**src/rtl/puf_eval_ctrl_if.sv**
```systemverilog
// Request/response handshake bundle between the tile I/O wrapper and puf_eval_ctrl.
interface puf_eval_ctrl_if #(
  parameter int N_CHAIN  = 8,
  parameter int C_LENGTH = 8
);
  logic                req_valid;
  logic                req_ready;
  logic [C_LENGTH-1:0] req_chal;
  logic                rsp_valid;
  logic                rsp_ready;
  logic [N_CHAIN-1:0]  rsp_data;
  logic [N_CHAIN-1:0]  rsp_stable;

  modport master (
    output req_valid, req_chal, rsp_ready,
    input  req_ready, rsp_valid, rsp_data, rsp_stable
  );

  modport slave (
    input  req_valid, req_chal, rsp_ready,
    output req_ready, rsp_valid, rsp_data, rsp_stable
  );
endinterface

```
**src/rtl/puf_eval_ctrl.sv**
```systemverilog
// Arbiter PUF evaluation controller: N_VOTE launches per challenge, per-chain majority vote.
// Optional per-chain unanimity tracking is built when PUF_STABILITY_EN is defined.
module puf_eval_ctrl #(
  parameter int N_CHAIN    = 8,
  parameter int C_LENGTH   = 8,
  parameter int N_VOTE     = 5,
  parameter int SETTLE_CYC = 2
) (
  input  logic                          clk,
  input  logic                          rst,
  puf_eval_ctrl_if.slave                bus,
  output logic                          puf_pulse,
  output logic [N_CHAIN*C_LENGTH-1:0]   puf_chal,
  input  logic [N_CHAIN-1:0]            puf_q
);

  localparam logic [2:0] S_IDLE = 3'd0;
  localparam logic [2:0] S_ARM  = 3'd1;
  localparam logic [2:0] S_FIRE = 3'd2;
  localparam logic [2:0] S_SYNC = 3'd3;
  localparam logic [2:0] S_ACC  = 3'd4;
  localparam logic [2:0] S_DONE = 3'd5;

  localparam int VW = $clog2(N_VOTE + 1);
  localparam int TW = $clog2(SETTLE_CYC + 2);
  localparam logic [TW-1:0] SETTLE_LD = TW'(SETTLE_CYC - 1);
  localparam logic [TW-1:0] SYNC_LD   = TW'(1);
  localparam logic [VW-1:0] LAST_RND  = VW'(N_VOTE - 1);
  localparam logic [VW-1:0] HALF      = VW'(N_VOTE / 2);

  logic [2:0]                  state_q, state_d;
  logic [TW-1:0]               tmr_q, tmr_d;
  logic [VW-1:0]               rnd_q, rnd_d;
  logic [VW-1:0]               cnt_q [N_CHAIN];
  logic [VW-1:0]               cnt_d [N_CHAIN];
  logic [N_CHAIN-1:0]          sync1_q, sync1_d, sync2_q, sync2_d;
  logic                        pulse_q, pulse_d;
  logic [N_CHAIN*C_LENGTH-1:0] chal_q, chal_d;
  logic                        rsp_valid_q, rsp_valid_d;
  logic [N_CHAIN-1:0]          rsp_data_q, rsp_data_d;
  logic [N_CHAIN-1:0]          rsp_stable_q, rsp_stable_d;
`ifdef PUF_STABILITY_EN
  logic [N_CHAIN-1:0]          flag_q, flag_d, ref_q, ref_d;
`endif

  always_comb begin
    state_d      = state_q;
    tmr_d        = tmr_q;
    rnd_d        = rnd_q;
    cnt_d        = cnt_q;
    pulse_d      = pulse_q;
    chal_d       = chal_q;
    rsp_valid_d  = rsp_valid_q;
    rsp_data_d   = rsp_data_q;
    rsp_stable_d = rsp_stable_q;
    sync1_d      = puf_q;
    sync2_d      = sync1_q;
`ifdef PUF_STABILITY_EN
    flag_d       = flag_q;
    ref_d        = ref_q;
`endif
    case (state_q)
      S_IDLE: begin
        if (bus.req_valid) begin
          // chain i sees the base challenge rotated left by i (mod C_LENGTH)
          for (int i = 0; i < N_CHAIN; i++) begin
            for (int j = 0; j < C_LENGTH; j++) begin
              chal_d[i*C_LENGTH + ((i + j) % C_LENGTH)] = bus.req_chal[j];
            end
          end
          for (int i = 0; i < N_CHAIN; i++) cnt_d[i] = '0;
          rnd_d   = '0;
          tmr_d   = SETTLE_LD;
          pulse_d = 1'b0;
          state_d = S_ARM;
`ifdef PUF_STABILITY_EN
          flag_d  = '0;
`endif
        end
      end
      S_ARM: begin
        if (tmr_q == '0) begin
          tmr_d   = SETTLE_LD;
          pulse_d = 1'b1;
          state_d = S_FIRE;
        end else begin
          tmr_d = tmr_q - TW'(1);
        end
      end
      S_FIRE: begin
        if (tmr_q == '0) begin
          tmr_d   = SYNC_LD;
          state_d = S_SYNC;
        end else begin
          tmr_d = tmr_q - TW'(1);
        end
      end
      S_SYNC: begin
        if (tmr_q == '0) state_d = S_ACC;
        else             tmr_d   = tmr_q - TW'(1);
      end
      S_ACC: begin
        for (int i = 0; i < N_CHAIN; i++) begin
          if (sync2_q[i]) cnt_d[i] = cnt_q[i] + VW'(1);
        end
`ifdef PUF_STABILITY_EN
        if (rnd_q == '0) ref_d  = sync2_q;
        else             flag_d = flag_q | (sync2_q ^ ref_q);
`endif
        rnd_d = rnd_q + VW'(1);
        if (rnd_q == LAST_RND) begin
          state_d = S_DONE;
        end else begin
          tmr_d   = SETTLE_LD;
          pulse_d = 1'b0;
          state_d = S_ARM;
        end
      end
      S_DONE: begin
        // first DONE cycle registers the vote; later cycles wait for the consumer
        if (!rsp_valid_q) begin
          rsp_valid_d = 1'b1;
          for (int i = 0; i < N_CHAIN; i++) rsp_data_d[i] = (cnt_q[i] > HALF);
`ifdef PUF_STABILITY_EN
          rsp_stable_d = ~flag_q;
`else
          rsp_stable_d = '1;
`endif
        end else if (bus.rsp_ready) begin
          rsp_valid_d = 1'b0;
          state_d     = S_IDLE;
        end
      end
      default: state_d = S_IDLE;
    endcase
  end

  always_ff @(posedge clk) begin
    if (rst) begin
      state_q      <= S_IDLE;
      tmr_q        <= '0;
      rnd_q        <= '0;
      for (int i = 0; i < N_CHAIN; i++) cnt_q[i] <= '0;
      sync1_q      <= '0;
      sync2_q      <= '0;
      pulse_q      <= 1'b0;
      chal_q       <= '0;
      rsp_valid_q  <= 1'b0;
      rsp_data_q   <= '0;
      rsp_stable_q <= '0;
`ifdef PUF_STABILITY_EN
      flag_q       <= '0;
      ref_q        <= '0;
`endif
    end else begin
      state_q      <= state_d;
      tmr_q        <= tmr_d;
      rnd_q        <= rnd_d;
      cnt_q        <= cnt_d;
      sync1_q      <= sync1_d;
      sync2_q      <= sync2_d;
      pulse_q      <= pulse_d;
      chal_q       <= chal_d;
      rsp_valid_q  <= rsp_valid_d;
      rsp_data_q   <= rsp_data_d;
      rsp_stable_q <= rsp_stable_d;
`ifdef PUF_STABILITY_EN
      flag_q       <= flag_d;
      ref_q        <= ref_d;
`endif
    end
  end

  assign bus.req_ready  = (state_q == S_IDLE) && !rst;
  assign bus.rsp_valid  = rsp_valid_q;
  assign bus.rsp_data   = rsp_data_q;
  assign bus.rsp_stable = rsp_stable_q;
  assign puf_pulse      = pulse_q;
  assign puf_chal       = chal_q;

endmodule
```
**src/flat_wrapper.sv**
```systemverilog
// flat-port wrapper written by rule: the top's interface ports become plain ports
module puf_eval_ctrl_flat 
#(
  parameter int N_CHAIN    = 8,
  parameter int C_LENGTH   = 8,
  parameter int N_VOTE     = 5,
  parameter int SETTLE_CYC = 2
)
  (clk, rst, puf_pulse, puf_chal, puf_q, bus_req_valid, bus_req_chal, bus_rsp_ready, bus_req_ready, bus_rsp_valid, bus_rsp_data, bus_rsp_stable);
  puf_eval_ctrl_if #(.N_CHAIN(N_CHAIN), .C_LENGTH(C_LENGTH)) bus_i ();
  input  logic clk;
  input  logic rst;
  output logic puf_pulse;
  output logic [N_CHAIN*C_LENGTH-1:0] puf_chal;
  input  logic [N_CHAIN-1:0] puf_q;
  input wire logic [$bits(bus_i.req_valid)-1:0] bus_req_valid;
  input wire logic [$bits(bus_i.req_chal)-1:0] bus_req_chal;
  input wire logic [$bits(bus_i.rsp_ready)-1:0] bus_rsp_ready;
  output wire logic [$bits(bus_i.req_ready)-1:0] bus_req_ready;
  output wire logic [$bits(bus_i.rsp_valid)-1:0] bus_rsp_valid;
  output wire logic [$bits(bus_i.rsp_data)-1:0] bus_rsp_data;
  output wire logic [$bits(bus_i.rsp_stable)-1:0] bus_rsp_stable;
  assign bus_i.req_valid = bus_req_valid;
  assign bus_i.req_chal = bus_req_chal;
  assign bus_i.rsp_ready = bus_rsp_ready;
  assign bus_req_ready = bus_i.req_ready;
  assign bus_rsp_valid = bus_i.rsp_valid;
  assign bus_rsp_data = bus_i.rsp_data;
  assign bus_rsp_stable = bus_i.rsp_stable;
  puf_eval_ctrl #(.N_CHAIN(N_CHAIN), .C_LENGTH(C_LENGTH), .N_VOTE(N_VOTE), .SETTLE_CYC(SETTLE_CYC)) u_core (.clk(clk), .rst(rst), .bus(bus_i), .puf_pulse(puf_pulse), .puf_chal(puf_chal), .puf_q(puf_q));
endmodule
```
**config.mk**
```make
export PLATFORM = sky130hd
export DESIGN_NAME = puf_eval_ctrl_flat
export DESIGN_NICKNAME = d
export VERILOG_FILES = /design/src/rtl/puf_eval_ctrl_if.sv /design/src/rtl/puf_eval_ctrl.sv /design/src/flat_wrapper.sv
export SDC_FILE = /design/constraint.sdc
export NUM_CORES = 1
export LEC_CHECK = 0
export CAP_MARGIN = 15
export CELL_PAD_IN_SITES_DETAIL_PLACEMENT = 1
export CELL_PAD_IN_SITES_GLOBAL_PLACEMENT = 1
export CORE_ASPECT_RATIO = 1.2
export CORE_UTILIZATION = 31
export CTS_CLUSTER_SIZE = 20
export DETAILED_ROUTE_END_ITERATION = 10
export PLACE_DENSITY_LB_ADDON = 0.1
export RECOVER_POWER = 100
export SLEW_MARGIN = 0
export SYNTH_ARGS = -nofsm -noshare
export SYNTH_HDL_FRONTEND = slang
export SYNTH_SLANG_ARGS = --single-unit
```
**constraint.sdc**
```tcl
create_clock -name clk -period 1.5 [get_ports clk]
set_clock_uncertainty 0.15 [all_clocks]
set_input_delay 0.225 -clock clk [delete_from_list [all_inputs] [get_ports clk]]
set_output_delay 0.225 -clock clk [all_outputs]
set_load 0.03 [all_outputs]
```
==> results of run 1 <==
through the flow:
stage / area [um^2] / utilization [%] / hold WS (ps) / setup WS (ps) / instances
detailed placement: 4090 / 39.1 / 279 / -454 / 567
floorplan: 3380 / - / 203 / -21.1 / 388
global placement: 4090 / 39.1 / 268 / -402 / 567
finish: 4790 / 45.7 / 94.4 / -213 / 600
CTS: 4780 / 45.7 / 102 / -192 / 594
global route: 4790 / 45.7 / 113 / -247 / 600
cells in the final DEF, fill, tap and decap left out, drive strengths merged:
cell / count
dlygate4sd2: 5
nand3b: 3
a21oi: 41
clkinvlp: 1
dfxtp: 67
o21bai: 1
a2bb2oi: 8
clkinv: 3
a2111oi: 1
nand2: 37
bufinv: 1
nor3b: 1
or2: 3
nor4: 1
nand3: 18
ha: 20
or3: 1
or4: 1
buf: 88
nor2: 34
a22oi: 1
clkdlybuf4s50: 17
nor3: 4
clkdlybuf4s15: 4
clkbuf: 45
a21o: 2
o21ai: 3
a2111o: 1
o22ai: 1
nor4b: 1
nor2b: 16
dlymetal6s2s: 1
nand4: 1
a211oi: 9
inv: 20
xor2: 10
sequential cells by signal, indices dropped and copies added, names as in the netlist:
name and cells:
u_core.cnt_q 24, u_core.bus.rsp_data 8, u_core.puf_chal 8, u_core.sync1_q 8
u_core.sync2_q 8, u_core.rnd_q 3, u_core.state_q 3, u_core.tmr_q 2
u_core.bus.rsp_stable 1, u_core.bus.rsp_valid 1, u_core.puf_pulse 1
where the power goes:
group | switching, uW | internal (uW) | total [uW]
Combinational | 712 | 504 | 1220
Clock | 760 | 1320 | 2080
Sequential | 78.4 | 1840 | 1920
final cells by class:
class	count	area [um^2]
fill	1216	5680
clock inverter	5	52.6
multi-input combinational	219	1720
clock buffer	11	243
timing repair buffer	149	1180
tap	129	161
sequential	67	1350
inverter	20	75.1
cells by family after synthesis:
logic type                 synth area share, %
xor gates and xnor gates                  2.63
AOI/OAI and AO/OA                         12.6
DFF                                       40.3
adders and majority gates                 7.52
buffers and inverters                     19.5
and+or+nand+nor                           17.4
how the worst max path moves through the flow:
stage | start | endpoint | slack (ps) | depth (start not counted)
after floorplan | u_core.state_q[1] | u_core.tmr_q[1] | -20 | 5
after global placement | bus_req_valid | u_core.tmr_q[0] | -400 | 5
after detailed placement | bus_req_valid | u_core.tmr_q[0] | -450 | 5
after CTS | u_core.state_q[2] | bus_req_ready | -190 | 3
after global routing | u_core.state_q[2] | bus_req_ready | -250 | 3
final | u_core.state_q[2] | bus_req_ready | -210 | 3
layer usage:
layer  GRT usage, %  routed length (um)
met2           27.3                4160
met5              0                   0
met4           7.06                 143
met1           16.3                3210
met3           2.62                 442
repair_timing:
| item | in CTS | in global routing |
|---|---|---|
| gates cloned | 2 | 0 |
| setup buffers | 9 | 10 |
| gates resized for setup | 72 | 43 |
| hold endpoints to repair | 0 | 0 |
| endpoints found under the setup margin | 58 | 52 |
| pin swaps | 45 | 23 |
==> qor.yml, run 1 <==
outcome:
  status: "finished with violations"
  violations: "setup timing"
sta:
  rsz0062_at_grt: "true"
  fmax_mhz: 584
  setup_ws_ps: -213
  setup_violations: 45
  fin_setup_tns_ps: -3100
  report.final.hold_viol_count: 0
  relSlewSlack_pct: 46.5
  slew_violations: 0
  min_period_ps: 1710
  worst-slew-pin-transition_ps: 803
  period_share_pct: 114
worst_hold_path:
  hold_depth: 2
  hold_start: "rst"
  holdCritPathClass: "input pin to flip-flop"
  whs_endpoint: "u_core.sync2_q[3]"
worst_setup_path:
  cpLargestDelayFamily: "flip-flops"
  r2r_slack_ps: -140
  critPathMaxStageDelay_ps: 380
  endpoint_kind: "output port"
  start_kind: "flip-flop"
  reg2regPathDepth: 7
  path_cells: "buf_6 > nor4_4 > buf_6"
  r2r-end: "u_core.tmr_q[0]"
  cp_common_cell: "buf_6"
  crit_fanout: 9
  cp.required_ps: 1120
  r2r_start: "u_core.state_q[0]"
  worstPathArrival_ps: 1340
  crit_slowest_cell: "dfxtp_4"
  critPathBufInv: 2
  crit_type: "flip-flop to output port"
synth:
  synth_common_cells: "dfxtp_1, buf_4, a21oi_1"
  synth_area_um2: 3330
  syn_nets: 428
  synth_sequential_area_ratio_pct: 40.3
  ys_types: 35
  synth-warning-count: 0
  synthArstFlopShare_pct: 0
  post-synth-top-count-cell: "dfxtp_1"
  synth_edf_count: 0
  post-synth-top-area-cell: "dfxtp_1"
  postSynthCellCount: 388
  synth-main-ff-cell: "dfxtp_1"
  synth_area_leaders: "dfxtp_1, buf_4, ha_1"
  yosysTopAreaCellShare_pct: 40.3
  syn_area_per_cell_um2: 8.57
  synth_seq_cells: 67
placed_design:
  io_buffers: 102
  dp_hpwl_mm: 5.17
  gp_congestion: 0.719
floorplanning:
  die_h_um: 115
  rows: 41
  core_um2: 10500
  dieArea_um2: 11200
  initial_core_util_pct: 31.8
  die_x_um: 96.6
  boundaryPins: 103
clock_tree:
  ctsHoldBuffers: 0
  insertion_delay_ps: 330
  clk_pin_slew_ps: 60
  htree_levels: 3
  cts_root_buf: "clkbuf_16"
  tritoncts: "yes"
  numCtsBuffers: 9
  cts_sinks: 67
  clockBufferDepth: 2
run:
  drv_cap: 0
layout:
  diodes: 0
  drive_above_1_share_pct: 43.5
  areaGrowthSynthToFinish_pct: 43.9
  nets: 506
pwr:
  max-vdd-ir-drop_uv: 630
  total_power_uw: 5220
  leakage_uw: 0.00202
  power.density_nw_per_um2: 1090
grt:
  antenna_found_initial: 0
  grt_usage_pct: 14.9
  grt_max_degree: 31
  grt_pass1_vias: 2673
  grt-ovfl-total: 0
  grt_pass1_wl_mm: 12.6
routing:
  routed_wl_mm: 7.96
  dr.pass1.iters: 4
  drc: 0
  drt-initial-drc-count: 31
  wl_per_cell_um: 13.3
  viasPerCell: 4.62
  route.vias.total: 2773
  ant_nets: 0
Note: power is estimated with default switching activity, not from simulation.
==> inputs of run 2 (changes only) <==
--- a/config.mk
+++ b/config.mk
@@ -14,7 +14,7 @@
 export DETAILED_ROUTE_END_ITERATION = 10
 export PLACE_DENSITY_LB_ADDON = 0.1
 export RECOVER_POWER = 100
-export SLEW_MARGIN = 0
+export SLEW_MARGIN = 20
 export SYNTH_ARGS = -nofsm -noshare
 export SYNTH_HDL_FRONTEND = slang
 export SYNTH_SLANG_ARGS = --single-unit
==> results of run 2 <==
No change in the layout: final DEF, timing and power equal those of run 1.
